`src/rtl/crc_feed_pkg.sv`:
```
// Shared definitions for the CRC feeder: register map, CRC engine addresses, datatypes, FSM states.
package crc_feed_pkg;

    localparam logic [31:0] RegSrc    = 32'h0000_0000;
    localparam logic [31:0] RegLen    = 32'h0000_0004;
    localparam logic [31:0] RegCtrl   = 32'h0000_0008;
    localparam logic [31:0] RegStatus = 32'h0000_000C;

    localparam logic [2:0] DtByte = 3'd0;
    localparam logic [2:0] DtHalf = 3'd1;
    localparam logic [2:0] DtWord = 3'd2;

    localparam logic [31:0] CrcCtrlAddr   = 32'h0000_0040;
    localparam logic [31:0] CrcDataAddr   = 32'h0000_0044;
    localparam logic [31:0] CrcStatusAddr = 32'h0000_0048;

    localparam int unsigned PollLimit = 64;

    typedef enum logic [2:0] {
        StIdle,
        StCfg,
        StFetch,
        StLoad,
        StPush,
        StPollReq,
        StPollChk,
        StFin
    } state_e;

    function automatic logic [31:0] crc_ctrl_word(input logic [2:0] dtype, input logic cont);
        return {28'b0, dtype, cont};
    endfunction

endpackage

```
`src/rtl/crc_feed_regs.sv`:
```
// CPU-visible register file of the CRC feeder with registered read mux.
// Define CRC_FEED_IRQ_EN to enable the CTRL.bit4-gated done interrupt.
module crc_feed_regs
    import crc_feed_pkg::*;
(
    input  logic        clk,
    input  logic        rst_n,
    input  logic [31:0] feed_r_addr_i,
    input  logic [31:0] feed_w_addr_i,
    input  logic [31:0] feed_data_i,
    input  logic        feed_r_enable_i,
    input  logic        feed_w_enable_i,
    output logic [31:0] feed_data_o,
    input  logic        busy_i,
    input  logic        done_set_i,
    input  logic        timeout_set_i,
    output logic        start_o,
    output logic [31:0] src_o,
    output logic [15:0] len_o,
    output logic [2:0]  dtype_o,
    output logic        irq_o
);

    logic [31:0] src_q;
    logic [15:0] len_q;
    logic [2:0]  dtype_q;
    logic        done_q, timeout_q;
    logic        irq_en;
    logic        wr_src, wr_len, wr_ctrl, rd_status;
    logic [31:0] rdata;

    // Configuration is frozen for the whole transfer.
    assign wr_src    = feed_w_enable_i && (feed_w_addr_i == RegSrc) && !busy_i;
    assign wr_len    = feed_w_enable_i && (feed_w_addr_i == RegLen) && !busy_i;
    assign wr_ctrl   = feed_w_enable_i && (feed_w_addr_i == RegCtrl) && !busy_i;
    assign rd_status = feed_r_enable_i && (feed_r_addr_i == RegStatus);
    assign start_o   = wr_ctrl && feed_data_i[0];

    assign src_o   = src_q;
    assign len_o   = len_q;
    assign dtype_o = dtype_q;

    always_ff @(posedge clk or negedge rst_n) begin
        if (!rst_n) begin
            src_q       <= 32'b0;
            len_q       <= 16'b0;
            dtype_q     <= DtWord;
            done_q      <= 1'b0;
            timeout_q   <= 1'b0;
            feed_data_o <= 32'b0;
        end else begin
            if (wr_src) src_q <= {feed_data_i[31:2], 2'b00};
            if (wr_len) len_q <= feed_data_i[15:0];
            if (wr_ctrl) dtype_q <= feed_data_i[3:1];
            // A set in the same cycle as a STATUS read wins over the clear.
            done_q    <= done_set_i | (done_q & ~rd_status);
            timeout_q <= timeout_set_i | (timeout_q & ~rd_status);
            if (feed_r_enable_i) feed_data_o <= rdata;
        end
    end

`ifdef CRC_FEED_IRQ_EN
    logic irq_en_q;

    always_ff @(posedge clk or negedge rst_n) begin
        if (!rst_n) begin
            irq_en_q <= 1'b0;
        end else if (wr_ctrl) begin
            irq_en_q <= feed_data_i[4];
        end
    end

    assign irq_en = irq_en_q;
    assign irq_o  = done_q & irq_en_q;
`else
    assign irq_en = 1'b0;
    assign irq_o  = 1'b0;
`endif

    always_comb begin
        rdata = 32'b0;
        case (feed_r_addr_i)
            RegSrc:    rdata = src_q;
            RegLen:    rdata = {16'b0, len_q};
            RegCtrl:   rdata = {27'b0, irq_en, dtype_q, 1'b0};
            RegStatus: rdata = {29'b0, timeout_q, done_q, busy_i};
            default:   rdata = 32'b0;
        endcase
    end

endmodule

```
`src/rtl/crc_feed.sv`:
```
// CRC feeder: streams LEN memory words from SRC into a CRC engine, polling completion per element.
module crc_feed
    import crc_feed_pkg::*;
(
    input  logic        clk,
    input  logic        rst_n,
    input  logic [31:0] feed_r_addr_i,
    input  logic [31:0] feed_w_addr_i,
    input  logic [31:0] feed_data_i,
    input  logic        feed_r_enable_i,
    input  logic        feed_w_enable_i,
    output logic [31:0] feed_data_o,
    output logic [31:0] mem_r_addr_o,
    output logic        mem_r_enable_o,
    input  logic [31:0] mem_data_i,
    output logic [31:0] crc_w_addr_o,
    output logic [31:0] crc_w_data_o,
    output logic        crc_w_enable_o,
    output logic [31:0] crc_r_addr_o,
    output logic        crc_r_enable_o,
    input  logic [31:0] crc_data_i,
    output logic        irq_o
);

    localparam logic [5:0] PollLast = 6'(PollLimit - 1);

    state_e      state_q, state_d;
    logic [31:0] ptr_q, ptr_d;
    logic [15:0] cnt_q, cnt_d;
    logic [31:0] word_q, word_d;
    logic [5:0]  poll_q, poll_d;
    logic        started_q, started_d;
    logic        tmo_q, tmo_d;

    logic        start, busy, done_set, timeout_set;
    logic [31:0] src;
    logic [15:0] len;
    logic [2:0]  dtype;

    logic unused_crc_data;
    assign unused_crc_data = ^crc_data_i[31:1];

    assign busy = (state_q != StIdle);

    crc_feed_regs u_regs (
        .clk            (clk),
        .rst_n          (rst_n),
        .feed_r_addr_i  (feed_r_addr_i),
        .feed_w_addr_i  (feed_w_addr_i),
        .feed_data_i    (feed_data_i),
        .feed_r_enable_i(feed_r_enable_i),
        .feed_w_enable_i(feed_w_enable_i),
        .feed_data_o    (feed_data_o),
        .busy_i         (busy),
        .done_set_i     (done_set),
        .timeout_set_i  (timeout_set),
        .start_o        (start),
        .src_o          (src),
        .len_o          (len),
        .dtype_o        (dtype),
        .irq_o          (irq_o)
    );

    always_ff @(posedge clk or negedge rst_n) begin
        if (!rst_n) begin
            state_q   <= StIdle;
            ptr_q     <= 32'b0;
            cnt_q     <= 16'b0;
            word_q    <= 32'b0;
            poll_q    <= 6'b0;
            started_q <= 1'b0;
            tmo_q     <= 1'b0;
        end else begin
            state_q   <= state_d;
            ptr_q     <= ptr_d;
            cnt_q     <= cnt_d;
            word_q    <= word_d;
            poll_q    <= poll_d;
            started_q <= started_d;
            tmo_q     <= tmo_d;
        end
    end

    always_comb begin
        state_d        = state_q;
        ptr_d          = ptr_q;
        cnt_d          = cnt_q;
        word_d         = word_q;
        poll_d         = poll_q;
        started_d      = started_q;
        tmo_d          = tmo_q;
        mem_r_addr_o   = 32'b0;
        mem_r_enable_o = 1'b0;
        crc_w_addr_o   = 32'b0;
        crc_w_data_o   = 32'b0;
        crc_w_enable_o = 1'b0;
        crc_r_addr_o   = 32'b0;
        crc_r_enable_o = 1'b0;
        done_set       = 1'b0;
        timeout_set    = 1'b0;

        unique case (state_q)
            StIdle: begin
                if (start) begin
                    ptr_d     = src;
                    cnt_d     = len;
                    started_d = 1'b0;
                    tmo_d     = 1'b0;
                    state_d   = (len == 16'd0) ? StFin : StCfg;
                end
            end
            StCfg: begin
                crc_w_enable_o = 1'b1;
                crc_w_addr_o   = CrcCtrlAddr;
                crc_w_data_o   = crc_ctrl_word(dtype, 1'b1);
                started_d      = 1'b1;
                state_d        = StFetch;
            end
            StFetch: begin
                mem_r_enable_o = 1'b1;
                mem_r_addr_o   = ptr_q;
                state_d        = StLoad;
            end
            StLoad: begin
                word_d  = mem_data_i;
                state_d = StPush;
            end
            StPush: begin
                crc_w_enable_o = 1'b1;
                crc_w_addr_o   = CrcDataAddr;
                crc_w_data_o   = word_q;
                poll_d         = 6'd0;
                state_d        = StPollReq;
            end
            StPollReq: begin
                crc_r_enable_o = 1'b1;
                crc_r_addr_o   = CrcStatusAddr;
                state_d        = StPollChk;
            end
            StPollChk: begin
                if (crc_data_i[0]) begin
                    cnt_d   = cnt_q - 16'd1;
                    ptr_d   = ptr_q + 32'd4;
                    state_d = (cnt_q == 16'd1) ? StFin : StFetch;
                end else if (poll_q == PollLast) begin
                    tmo_d   = 1'b1;
                    state_d = StFin;
                end else begin
                    poll_d  = poll_q + 6'd1;
                    state_d = StPollReq;
                end
            end
            StFin: begin
                // A zero-length start never opened a CRC session, so there is nothing to close.
                if (started_q) begin
                    crc_w_enable_o = 1'b1;
                    crc_w_addr_o   = CrcCtrlAddr;
                    crc_w_data_o   = crc_ctrl_word(dtype, 1'b0);
                end
                done_set    = 1'b1;
                timeout_set = tmo_q;
                state_d     = StIdle;
            end
            default: state_d = StIdle;
        endcase
    end

endmodule

```
`config.mk`:
```
export PLATFORM = sky130hd
export DESIGN_NAME = crc_feed
export DESIGN_NICKNAME = d
export VERILOG_FILES = /design/src/rtl/crc_feed_pkg.sv /design/src/rtl/crc_feed_regs.sv /design/src/rtl/crc_feed.sv
export SDC_FILE = /design/constraint.sdc
export NUM_CORES = 1
export LEC_CHECK = 0
export ABC_AREA = 0
export ABC_CLOCK_PERIOD_IN_PS = 2060
export CAP_MARGIN = 20
export CORE_MARGIN = 4
export CORE_UTILIZATION = 41
export DETAILED_ROUTE_END_ITERATION = 7
export GPL_TIMING_DRIVEN = 0
export PLACE_DENSITY = 0.84
export REMOVE_ABC_BUFFERS = 1
export SYNTH_ARGS = -nofsm -noshare
export SYNTH_HDL_FRONTEND = slang
export SYNTH_SLANG_ARGS = --single-unit
export TNS_END_PERCENT = 1
```
`constraint.sdc`:
```
create_clock -name clk -period 2.06 [get_ports clk]
set_input_delay 0.515 -clock clk [delete_from_list [all_inputs] [get_ports clk]]
set_output_delay 0.515 -clock clk [all_outputs]
set_load 0.02 [all_outputs]
```
== Word-level counts from Yosys, hierarchy flattened ==
Cells that the tools add are included.
Widths: inputs -> output; s select.

* Bits of input ports: 164
* Register bits: 174
* Output and inout port bits: 164

* Bitwise logic cells: 5
* Reduce and logical (&&, ||, !) cells: 22
* Eq/ne operators: 19
* Add/subtract/negate cells: 3
* Muxes and demuxes: 33

{| class="wikitable"
|+ Operator list
! kind !! number
|-
| $pmux 32 s4 || 1
|-
| $eq 32x4->1 const B || 3
|-
| $mux 32 || 3
|-
| $pmux 32 s3 || 1
|-
| $eq 32x3->1 const B || 2
|-
| $logic_not 32->1 || 2
|-
| $pmux 32 s2 || 1
|-
| $add 32x3->32 const B || 1
|-
| $mux 16 || 2
|-
| $pmux 16 s2 || 1
|-
| $pmux 3 s8 || 1
|-
| $pmux 7 s3 || 1
|-
| $eq 16x1->1 const B || 1
|-
| $logic_not 16->1 || 1
|-
| $sub 16x1->16 const B || 1
|-
| $mux 7 || 2
|-
| $eq 3x3->1 const B || 4
|-
| $mux 3 || 4
|-
| $mux 6 || 2
|-
| $pmux 6 s2 || 1
|-
| $ne 2x2->1 const B || 5
|-
| $logic_and 1x1->1 || 8
|-
| $mux 1 || 8
|-
| $add 6x1->6 const B || 1
|-
| 17 further kinds || 25
|}

== Longest topological paths before layout ==
* Word-level depth: 6
* Gate-level depth with buffers: 8
* Mapped depth without buffers: 7

== Hierarchy ==
Synthesis repeated with hierarchy kept, for this count alone.

* Cells, all modules: 911
* Area total of the unflattened synthesis: 9326.4 sq um

{| class="wikitable"
|+ Modules (own cells, without submodules)
! module !! cells each !! instances !! area an instance (sq um) !! sequential area each (sq um)
|-
| crc_feed || 674 || 1 || 5891.9 || 2277.2
|-
| crc_feed_regs || 237 || 1 || 3434.5 || 2078.2
|}

== Worst setup path before layout ==
OpenSTA, ideal clock, no wires.

* Kind: input -> register
* From: input port feed_w_addr_i[26]
* To: register ptr_q[19]
* Cell stages on the path: 7
* Slack: -0.238 ns
* Library setup time: 0.126 ns
* Arrival: 2.171 ns
* Cells stage by stage: nor4_1 nand4_1 or4_1 buf_2 buf_6 and3_1 a221o_1

* Word-level cells in the longest chain between the ends: 6

{| class="wikitable"
|+ Ends and longest elaborated chain
! what !! line !! RTL
|-
| start, declared || crc_feed.sv:8 || <nowiki>input logic [31:0] feed_w_addr_i,</nowiki>
|-
| $eq 32x4->1 || crc_feed_regs.sv:35 || <nowiki>assign wr_ctrl = feed_w_enable_i && (feed_w_addr_i == RegCtrl) && !busy_i;</nowiki>
|-
| $logic_and 1x1->1 (2 in series) || crc_feed_regs.sv:35 ||
|-
| $logic_and 1x1->1 || crc_feed_regs.sv:37 || <nowiki>assign start_o = wr_ctrl && feed_data_i[0];</nowiki>
|-
| $ne 2x2->1 (no line) || -- ||
|-
| $reduce_and 3->1 (no line) || -- ||
|-
| end signal, assigned || crc_feed.sv:75 || <nowiki>ptr_q <= ptr_d;</nowiki>
|-
| end, declared || crc_feed.sv:28 || <nowiki>logic [31:0] ptr_q, ptr_d;</nowiki>
|}

No other way between the ends.
A chain may end at the register's enable or synchronous reset.

== Final worst setup path ==
* From: input port feed_w_addr_i[17]
* To: register ptr_q[9]

The elaborated chain is that of the path after synthesis.

==> results.sh <==
export IMPL_outcome="complete, but fails checks"
export IMPL_violations="DRC, setup timing"
export IMPL_synthFlopType="dfrtp_1"
export IMPL_maxCapViolations=0
export IMPL_gr_usage_met1_pct=29.1
export IMPL_wl_per_cell_um=21.9
export IMPL_internal_power_mw=8.69
export IMPL_final_common_cell="dfrtp_1"
export IMPL_power_density_nw_per_um2=1030
export IMPL_grt_pass1_wl_um=47300
export IMPL_root_buffer="clkbuf_16"
export IMPL_cp_required_ns=2.38
export IMPL_drt_wl_total_um=31300
export IMPL_yosys_warnings=0
export IMPL_worst_pin_slew_ns=0.909
export IMPL_die_h_um=159
export IMPL_io_pins=328
export IMPL_gp_congestion=0.869
export IMPL_use_met3_pct=6.31
export IMPL_finalWorstSetupSlack_ns=-0.287
export IMPL_path_cells="clkdlybuf4s50_1 > nor4_1 > nand4_1 > buf_6 > or4_4 > a221o_1 > a22o_1"
export IMPL_grt_max_degree=108
export IMPL_area_growth_pct=43.6
export IMPL_num_vias=8606
export IMPL_crit_family="simple AND/OR/NAND/NOR gates"
export IMPL_synth_edf_count=0
export IMPL_antenna_cells=0
export IMPL_top_usage_layer="met2"
export IMPL_cp_end_kind="flip-flop"
export IMPL_final_net_count=1305
export IMPL_fp_row_count=54
export IMPL_cp_slowest_cell="or4_4"
export IMPL_grt_usage_pct=24.0
export IMPL_clk_pin_slew_ns=0.07
export IMPL_maxSlewHeadroom_pct=39.4
export IMPL_combPwrFrac_pct=40.4
export IMPL_clock_sinks=172
export IMPL_pwr_share_seq_pct=35.3
export IMPL_most_common_layout_cells="167 x dfrtp_1, 128 x clkdlybuf4s50_1, 73 x mux2_2"
export IMPL_hold_slack_ns=0.0310
export IMPL_ys_seq_elements=172
export IMPL_startpoint="feed_w_addr_i[17]"
export IMPL_peakVddDrop_v=0.000675
export IMPL_numCtsBuffers=17
export IMPL_clockBufferDepth=2
export IMPL_cts_tree="built"
export IMPL_cp_num_buf_inv=2
export IMPL_antenna_found_initial=0
export IMPL_skew_ns=0.0114
export IMPL_core_region_area_um2=22000
export IMPL_clock_latency_ns=0.44
export IMPL_drtPass1Iterations=8
export IMPL_netSwitchingPower_mw=5.00
export IMPL_p_clk_share_pct=24.3
export IMPL_worstSetupStartpointType="input pin"
export IMPL_grt_pass1_vias=8608
export IMPL_postSynthAreaPerCell_um2=10.4
export IMPL_layout_drive_gt1_share_pct=30.1
export IMPL_fin_crit_ns=2.35
export IMPL_cts_hold_buf=0
export IMPL_cts_htree_levels=4
export IMPL_cp_arrival_ns=2.67
export IMPL_die_area_um2=25100
export IMPL_p_leak_nw=6.09
export IMPL_maxSlewViolCount=0
export IMPL_synthArstFlopShare_pct=100
export IMPL_die_w_um=159
export IMPL_drt_iter0_drc=945
export IMPL_synth_seq_area_share_pct=46.3
export IMPL_tns_ns=-34.49
export IMPL_via_per_inst=6.03
export IMPL_synth_cells=889
export IMPL_rsz0062_at_grt="true"
export IMPL_critPathMaxStageDelay_ns=0.64
export IMPL_place_ws_ns=-1.69
export IMPL_synthesis_area_um2=9290
export IMPL_portBuffers=233
export IMPL_grt_met2_usage_pct=39.6
export IMPL_worstPathMaxFanout=6
export IMPL_layout_worst_path_cycle_share_pct=114
export IMPL_fmax_mhz=426
export IMPL_start_util_pct=42.2
export IMPL_path_class="in2reg"
export IMPL_hold_path_class="in2async"
export IMPL_overflow=0
export IMPL_setup_viol=196
export IMPL_hold_viol=0
export IMPL_switching_share_pct=36.5
export IMPL_ys_types=66
export IMPL_antenna_left=0
export IMPL_dp_hpwl_um=19300
export IMPL_drc_errors=3
export IMPL_r2r_start="state_q[1]$_DFFE_PN0P_"
==> sequential cells by signal, indices dropped and copies added (netlist names) <==
signal,flops
word_q,32
cnt_q,16
ptr_q,30
u_regs.src_o,30
started_q,1
tmo_q,1
poll_q,6
u_regs.dtype_o,3
u_regs.done_q,1
state_q,3
u_regs.feed_data_o,32
u_regs.len_o,16
u_regs.timeout_q,1
==> per-layer routing <==
layer  vias up  part of all wire, %
met5         -                    0
met4         0                  5.6
met3       158                   10
met2       598                   48
met1      4153                   36
li1       3697                    -
==> repair_timing <==
item | 4_1_cts | 5_1_grt
resized for setup | 490 | 67
buffers inserted | 28 | 8
cloned | 8 | 2
endpoints found under the setup margin | 216 | 199
endpoints found under the hold margin | 0 | 0
pin swaps | 31 | 46
==> power groups by stage <==
stage | clock [mW] | sequential [mW] | combinational, mW
6_report | 3.32 | 4.84 | 5.53
5_1_grt | 3.50 | 4.94 | 5.89
4_1_cts | 3.35 | 4.77 | 5.17
3_5_place_dp | 0 | 4.89 | 4.35
3_3_place_gp | 0 | 4.83 | 4.11
2_1_floorplan | 0 | 4.65 | 2.65
==> synthesized netlist by cell type, types with 5 or more instances <==
cell      count  area share [%]
a22oi_1      11            0.89
nor4_1       20             1.3
nand3b_1      5            0.40
mux2_2       85              10
or4_1         6            0.48
nor2_1       46             1.9
nand4_1      14            0.94
o221ai_1      6            0.57
nand3_1      27             1.5
and3_1       23             1.5
nand2_1      31             1.3
and2_1       65             4.4
o211ai_1     15             1.2
and4_1        6            0.57
o21ai_0      10            0.54
a22o_1       27             2.5
o22a_1       17             1.6
buf_4        65             5.3
buf_2         9            0.48
o31ai_1       5            0.40
dfrtp_1     171              46
a31oi_1      16             1.1
nor3_1       20             1.1
inv_1         6            0.24
clkbuf_1     44             1.8
a31o_2        5            0.47
a21oi_1      39             2.1
a221o_1      15             1.6
==> through the flow <==
| step | utilization (%) | total power, mW | instance area [um^2] | cells |
|---|---|---|---|---|
| 6_report | 60.6 | 13.7 | 13300 | 1428 |
| 5_1_grt | 60.6 | 14.3 | 13300 | 1428 |
| 4_1_cts | 59.1 | 13.3 | 13000 | 1418 |
| 3_5_place_dp | 53.4 | 9.23 | 11800 | 1352 |
| 3_3_place_gp | 52.1 | 8.94 | 11500 | 1341 |
| 2_1_floorplan | - | 7.31 | 8800 | 828 |
==> final cells by class <==
| class | instances | area [um^2] |
|---|---|---|
| well taps | 280 | 350 |
| repair buffers | 284 | 3100 |
| flip-flops and latches | 172 | 4310 |
| inverters | 6 | 26.3 |
| fillers | 1674 | 8680 |
| multi-input cells | 656 | 4960 |
| clock buffers | 18 | 439 |
| clock inverters | 12 | 153 |
==> kinds of logic after synthesis <==
| kind of cell | count (synthesis) | synth area share [%] |
|---|---|---|
| AO/OA/AOI/OAI | 198 | 15.9 |
| XOR/XNOR | 2 | 0.189 |
| adder cells (fa/ha/maj) | 4 | 0.539 |
| buffers and inverters | 129 | 8.04 |
| flip-flops | 172 | 46.3 |
| multiplexers | 88 | 10.8 |
| other | 1 | 0.0404 |
| AND/OR/NAND/NOR | 295 | 18.1 |
==> path summary, 6_finish.rpt <==
kind | end | depth (start not counted) | slack (ns)
min in group clk | word_q[11]$_DFFE_PN0P_ | 1 | 0.50
min | word_q[31]$_DFFE_PN0P_ | 1 | 0.03
max | ptr_q[9]$_DFFE_PN0P_ | 7 | -0.29
max reg2reg | cnt_q[0]$_DFFE_PN0P_ | 7 | -0.28
max in group asynchronous | ptr_q[21]$_DFFE_PN0P_ | 2 | 1.12
min reg2reg | word_q[11]$_DFFE_PN0P_ | 1 | 0.50
No activity file was read; power rests on OpenSTA's default activity.
